==> config.mk <==
export PLATFORM = sky130hd
export DESIGN_NAME = pixel_writer
export DESIGN_NICKNAME = d
export VERILOG_FILES = /design/src/rtl/pixel_writer.sv
export SDC_FILE = /design/constraint.sdc
export NUM_CORES = 1
export LEC_CHECK = 0
export CAP_MARGIN = 20
export CORE_MARGIN = 5
export CORE_UTILIZATION = 55
export DETAILED_ROUTE_END_ITERATION = 16
export PLACE_DENSITY = 0.74
export SYNTH_ARGS = -nofsm -noshare
export SYNTH_HDL_FRONTEND = slang
export SYNTH_SLANG_ARGS = --single-unit
==> constraint.sdc <==
create_clock -name clk_in -period 8.36 [get_ports clk_in]
set_input_delay 1.254 -clock clk_in [delete_from_list [all_inputs] [get_ports clk_in]]
set_output_delay 1.254 -clock clk_in [all_outputs]
set_load 0.005 [all_outputs]
==> src/rtl/pixel_writer.sv <==
// Pixel writer: queues painter coordinates, clips them against the framebuffer and
// issues one write per cycle; a clear request zero-fills the whole framebuffer.
module pixel_writer #(
    parameter int FB_W       = 320,
    parameter int FB_H       = 180,
    parameter int DATA_W     = 8,
    parameter int FIFO_DEPTH = 8
) (
    input  logic              clk_in,
    input  logic              rst_in,
    input  logic [10:0]       hcount_in,
    input  logic [9:0]        vcount_in,
    input  logic              data_valid_in,
    input  logic [DATA_W-1:0] color_in,
    input  logic              clear_in,
    output logic [15:0]       fb_addr_out,
    output logic [DATA_W-1:0] fb_data_out,
    output logic              fb_we_out,
    output logic              busy_out,
    output logic              overflow_out,
    output logic [15:0]       pixels_written_out
);

    localparam int AW = $clog2(FIFO_DEPTH);
    localparam int EW = 11 + 10 + DATA_W;
    localparam logic [15:0] CLR_LAST = 16'(FB_W * FB_H - 1);

    typedef enum logic [0:0] {S_IDLE = 1'b0, S_CLEAR = 1'b1} state_t;

    state_t            state_q, state_d;
    logic [15:0]       clr_addr_q, clr_addr_d;
    logic              ovf_q, ovf_d;
    logic [AW:0]       wr_ptr_q, wr_ptr_d, rd_ptr_q, rd_ptr_d;
    logic [EW-1:0]     fifo_mem [FIFO_DEPTH];

    logic              s1_v_q, s1_v_d;
    logic [10:0]       s1_h_q, s1_h_d;
    logic [9:0]        s1_y_q, s1_y_d;
    logic [DATA_W-1:0] s1_c_q, s1_c_d;
    logic              s2_v_q, s2_v_d;
    logic [15:0]       s2_addr_q, s2_addr_d;
    logic [DATA_W-1:0] s2_c_q, s2_c_d;

    logic              we_q, we_d;
    logic [15:0]       addr_q, addr_d;
    logic [DATA_W-1:0] data_q, data_d;
    logic [15:0]       cnt_q, cnt_d;

    logic              fifo_empty_s, fifo_full_s, pop_s, push_s, drop_s;
    logic              clear_accept_s, clip_s, clr_go_s;
    logic [EW-1:0]     fifo_rd_s;

    assign fifo_empty_s   = (wr_ptr_q == rd_ptr_q);
    assign fifo_full_s    = (wr_ptr_q[AW] != rd_ptr_q[AW]) &&
                            (wr_ptr_q[AW-1:0] == rd_ptr_q[AW-1:0]);
    assign fifo_rd_s      = fifo_mem[rd_ptr_q[AW-1:0]];
    assign pop_s          = (state_q == S_IDLE) && !fifo_empty_s;
    assign push_s         = data_valid_in && (!fifo_full_s || pop_s);
    assign drop_s         = data_valid_in && fifo_full_s && !pop_s;
    assign clear_accept_s = (state_q == S_IDLE) && clear_in;
    // Unsigned compare also rejects coordinates that wrapped below zero upstream.
    assign clip_s         = (int'(s1_h_q) >= FB_W) || (int'(s1_y_q) >= FB_H);
    // Clear writes wait until no pixel is left in stages 1 and 2.
    assign clr_go_s       = (state_q == S_CLEAR) && !s1_v_q && !s2_v_q;

    // Next-state logic for control, pipeline stages and the write port.
    always_comb begin
        state_d    = state_q;
        clr_addr_d = clr_addr_q;
        ovf_d      = ovf_q;
        wr_ptr_d   = push_s ? wr_ptr_q + {{AW{1'b0}}, 1'b1} : wr_ptr_q;
        rd_ptr_d   = pop_s  ? rd_ptr_q + {{AW{1'b0}}, 1'b1} : rd_ptr_q;

        s1_v_d = pop_s;
        if (pop_s) begin
            s1_h_d = fifo_rd_s[EW-1 -: 11];
            s1_y_d = fifo_rd_s[EW-12 -: 10];
            s1_c_d = fifo_rd_s[DATA_W-1:0];
        end else begin
            s1_h_d = s1_h_q;
            s1_y_d = s1_y_q;
            s1_c_d = s1_c_q;
        end

        s2_v_d    = s1_v_q && !clip_s;
        s2_addr_d = 16'(int'(s1_y_q) * FB_W + int'(s1_h_q));
        s2_c_d    = s1_c_q;

        we_d   = 1'b0;
        addr_d = addr_q;
        data_d = data_q;
        cnt_d  = cnt_q;
        if (s2_v_q) begin
            we_d   = 1'b1;
            addr_d = s2_addr_q;
            data_d = s2_c_q;
            if (cnt_q != 16'hFFFF) begin
                cnt_d = cnt_q + 16'd1;
            end else begin
                cnt_d = cnt_q;
            end
        end else if (clr_go_s) begin
            we_d   = 1'b1;
            addr_d = clr_addr_q;
            data_d = {DATA_W{1'b0}};
        end else begin
            we_d = 1'b0;
        end

        case (state_q)
            S_IDLE: begin
                if (clear_in) begin
                    state_d    = S_CLEAR;
                    clr_addr_d = 16'd0;
                end else begin
                    state_d = S_IDLE;
                end
            end
            S_CLEAR: begin
                if (clr_go_s) begin
                    clr_addr_d = clr_addr_q + 16'd1;
                    if (clr_addr_q == CLR_LAST) begin
                        state_d = S_IDLE;
                    end else begin
                        state_d = S_CLEAR;
                    end
                end else begin
                    state_d = S_CLEAR;
                end
            end
            default: begin
                state_d = S_IDLE;
            end
        endcase

        // A drop on the same edge as an accepted clear still leaves the flag set.
        if (drop_s) begin
            ovf_d = 1'b1;
        end else if (clear_accept_s) begin
            ovf_d = 1'b0;
        end else begin
            ovf_d = ovf_q;
        end
    end

    // Queue storage; contents are don't-care while empty so it carries no reset.
    always_ff @(posedge clk_in) begin
        if (push_s) begin
            fifo_mem[wr_ptr_q[AW-1:0]] <= {hcount_in, vcount_in, color_in};
        end
    end

    // State registers with asynchronous active-low reset.
    always_ff @(posedge clk_in or negedge rst_in) begin
        if (!rst_in) begin
            state_q    <= S_IDLE;
            clr_addr_q <= 16'd0;
            ovf_q      <= 1'b0;
            wr_ptr_q   <= '0;
            rd_ptr_q   <= '0;
            s1_v_q     <= 1'b0;
            s1_h_q     <= 11'd0;
            s1_y_q     <= 10'd0;
            s1_c_q     <= '0;
            s2_v_q     <= 1'b0;
            s2_addr_q  <= 16'd0;
            s2_c_q     <= '0;
            we_q       <= 1'b0;
            addr_q     <= 16'd0;
            data_q     <= '0;
            cnt_q      <= 16'd0;
        end else begin
            state_q    <= state_d;
            clr_addr_q <= clr_addr_d;
            ovf_q      <= ovf_d;
            wr_ptr_q   <= wr_ptr_d;
            rd_ptr_q   <= rd_ptr_d;
            s1_v_q     <= s1_v_d;
            s1_h_q     <= s1_h_d;
            s1_y_q     <= s1_y_d;
            s1_c_q     <= s1_c_d;
            s2_v_q     <= s2_v_d;
            s2_addr_q  <= s2_addr_d;
            s2_c_q     <= s2_c_d;
            we_q       <= we_d;
            addr_q     <= addr_d;
            data_q     <= data_d;
            cnt_q      <= cnt_d;
        end
    end

    assign fb_we_out          = we_q;
    assign fb_addr_out        = addr_q;
    assign fb_data_out        = data_q;
    assign overflow_out       = ovf_q;
    assign pixels_written_out = cnt_q;
    assign busy_out           = (state_q == S_CLEAR) || !fifo_empty_s ||
                                s1_v_q || s2_v_q || we_q;

endmodule

==> impl_metrics.yaml <==
global_route:
  grt_overflow: 0
  antenna_found_initial: 0
  grt_first_pass_wirelength_um: 40970
  grt_usage: 0.1807
  grt_max_degree: 67
  grt_pass1_vias: 7373
drt:
  via_per_inst: 5.600
  wl_um: 25150
  wl_per_cell_um: 19.51
  vias: 7219
  drt.antenna.violating_nets: 0
  drtIter0Drc: 621
  dr.pass1.iters: 5
  drc: 0
die:
  die_h_um: 170.1
  dieArea_mm2: 0.02894
  io_pins: 76
  die_w_um: 170.1
  core-area_mm2: 0.02518
  rows: 58
  start_util: 0.5600
min_path:
  hold_depth: 0
  holdPathEnd: "s2_c_q[0]"
  hp-start: "s1_c_q[0]"
  min_path_type: "register to register"
run:
  drv_cap: 0
power:
  total_leakage_power_nw: 5.917
  power_mw: 3.960
  peakVddDrop_mv: 0.1965
  p_per_area_mw_per_mm2: 242.5
final_layout:
  n_fill_cell: 1739
  utilization: 0.6485
  final_common_cell: "edfxtp_1"
  syn2layout_area_growth_pct: 15.80
  drive_above_1_share: 0.1418
  nets: 992
  antenna_cells: 0
  final_cell_mix: "edfxtp_1 (232), dfrtp_1 (119), clkdlybuf4s50_1 (74)"
  final_cell_area_mm2: 0.01633
timing:
  max_freq_ghz: 0.2297
  worst_pin_slew_ps: 1014
  setup_viol: 0
  timing.hold.ws_ps: 374.8
  skew_ps: 19.89
  finalCritPeriodShare: 0.5208
  setup_tns_ps: 0
  max_slew_margin: 0.3215
  period_needed_ps: 4354
  hold_violations: 0
  rsz0062_at_grt: "no"
  drv_slew: 0
clocking:
  postCtsSetupBuffers: 0
  cts_sinks: 354
  worstSkewPairLatency_ps: 530
  cts_root_buf: "clkbuf_16"
  cts_buffer_depth: 3
  cts_tree: "yes"
  cts_buffers: 37
  clkTransAtPathRegs_ps: 60
  postCtsHoldBufs: 0
  cts_max_level: 2
  cts_resized: 0
yosys:
  yosys_register_bits: 354
  syn-instance-count: 844
  synthDistinctLibCells: 51
  synth_ff_type: "edfxtp_1"
  synth-seq-area-share: 0.7106
  async_flop_share: 0.3446
  netlist_area_mm2: 0.01410
  synth_fp_nets: 901
  synth-edff-count: 232
  yosys_warnings: 0
  avgSynthCellArea_um2: 16.71
worst_setup_path:
  worstPathCellList: "buf_4 > xor2_1 > nor4_1 > nand2_1 > clkdlybuf4s50_1"
  crit_path_max_incr_delay_ps: 690
  crit_fanout: 60
  r2r_slack_ps: 5300
  worstPathArrival_ps: 3100
  path_buf_inv: 2
  cpMaxStageDelayCell: "nor4_1"
  cp_data_required_time_ps: 7110
  rr_worst_depth: 7
  end_kind: "primary output"
  regToRegStartpoint: "rd_ptr_q[2]"
  critPathTopFamily: "buffers and inverters"
  r2r_end: "fifo_mem[0][7]"
  crit_type: "register to primary output"
  startpoint_type: "register"
outcome:
  outcome: "completed"
placed_design:
  hpwl_um: 15160
  place_area_mm2: 0.01524
  io_buffers: 75
  gp_congestion: 0.8061
[logic make-up after synthesis]
group           synth area share
mux                       0.1263
flops                     0.7106
xor+xnor                 0.03043
compound gates           0.03780
fa+ha+maj                0.02236
buf+inv                  0.01491
simple gates             0.05768
[cells in the mapped netlist, drive strengths merged, types with 3 or more instances]
cell,n,area [um^2]
clkbuf,20,75.07
and4,5,43.79
nor4,3,18.77
and2,3,18.77
a21oi,41,205.2
inv,10,37.54
o21ai,30,150.1
edfxtp,232,6967
mux4,58,1306
mux2i,44,440.4
nand4,10,62.56
a21o,3,22.52
nor2,58,217.7
and3,3,18.77
dfrtp,122,3053
xnor2,29,254.0
ha,22,275.3
nand3,18,90.09
nor3,3,15.01
nand2,52,195.2
nand2b,7,43.79
mux2,3,33.78
nor2b,3,18.77
buf,18,97.59
xor2,20,175.2
[layer usage]
| metal | global-route usage | vias up | part of all wire |
|---|---|---|---|
| met3 | 0.03113 | 39 | 0.053 |
| met5 | 0 | - | 0 |
| li1 | - | 3385 | - |
| met2 | 0.2890 | 167 | 0.48 |
| met1 | 0.2641 | 3628 | 0.45 |
| met4 | 0.04549 | 0 | 0.016 |
[sequential cells by signal, summed over array words and instances (netlist names), 8 cells and up]
| register | cells |
|---|---|
| pixels_written_out | 16 |
| s1_h_q | 11 |
| s1_c_q | 8 |
| s2_c_q | 8 |
| s1_y_q | 10 |
| fb_data_out | 8 |
| fb_addr_out | 16 |
| fifo_mem | 232 |
| s2_addr_q | 16 |
| clr_addr_q | 16 |
[through the flow]
| stage | std cells | worst slack [ps] |
|---|---|---|
| 2_1_floorplan | 844 | 4124 |
| 3_3_place_gp | 1226 | 4527 |
| 3_5_place_dp | 1226 | 4525 |
| 4_1_cts | 1289 | 3965 |
| 5_1_grt | 1289 | 3743 |
| 6_report | 1289 | 4006 |
[worst register-to-register path: cells and delay by family, from the launching register on]
family	cells	cell delay, ps
buf+inv	2	1130
compound gates	1	430
xor+xnor	1	270
simple gates	3	520
flops	1	330
[power breakdown]
part / switching (mW) / leakage, nW / internal, mW / total (mW)
logic: 0.202 / 1.65 / 0.128 / 0.331
clock network: 0.627 / 0.529 / 0.844 / 1.47
registers: 0.0737 / 3.74 / 2.09 / 2.16
[worst max path at each step]
stage | end | slack (ps) | start | cells past startpoint
global route | busy_out | 3740 | rd_ptr_q[2] | 5
CTS | busy_out | 3960 | rd_ptr_q[2] | 5
floorplan | fifo_mem[0][0] | 4120 | data_valid_in | 3
global placement | busy_out | 4530 | rd_ptr_q[2] | 5
detailed placement | busy_out | 4530 | rd_ptr_q[2] | 5
finish | busy_out | 4010 | rd_ptr_q[2] | 5
[layout make-up]
type                            count  area, um^2  area share
Inverter                           10       37.54    0.002299
Sequential cell                   354       10030      0.6140
Clock inverter                     15       92.59    0.005670
Clock buffer                       48       998.5     0.06114
Timing Repair Buffer               90       860.8     0.05272
Tap cell                          330       412.9     0.02529
Multi-Input combinational cell    442        3901      0.2389
(Power assumes the default switching activity.)
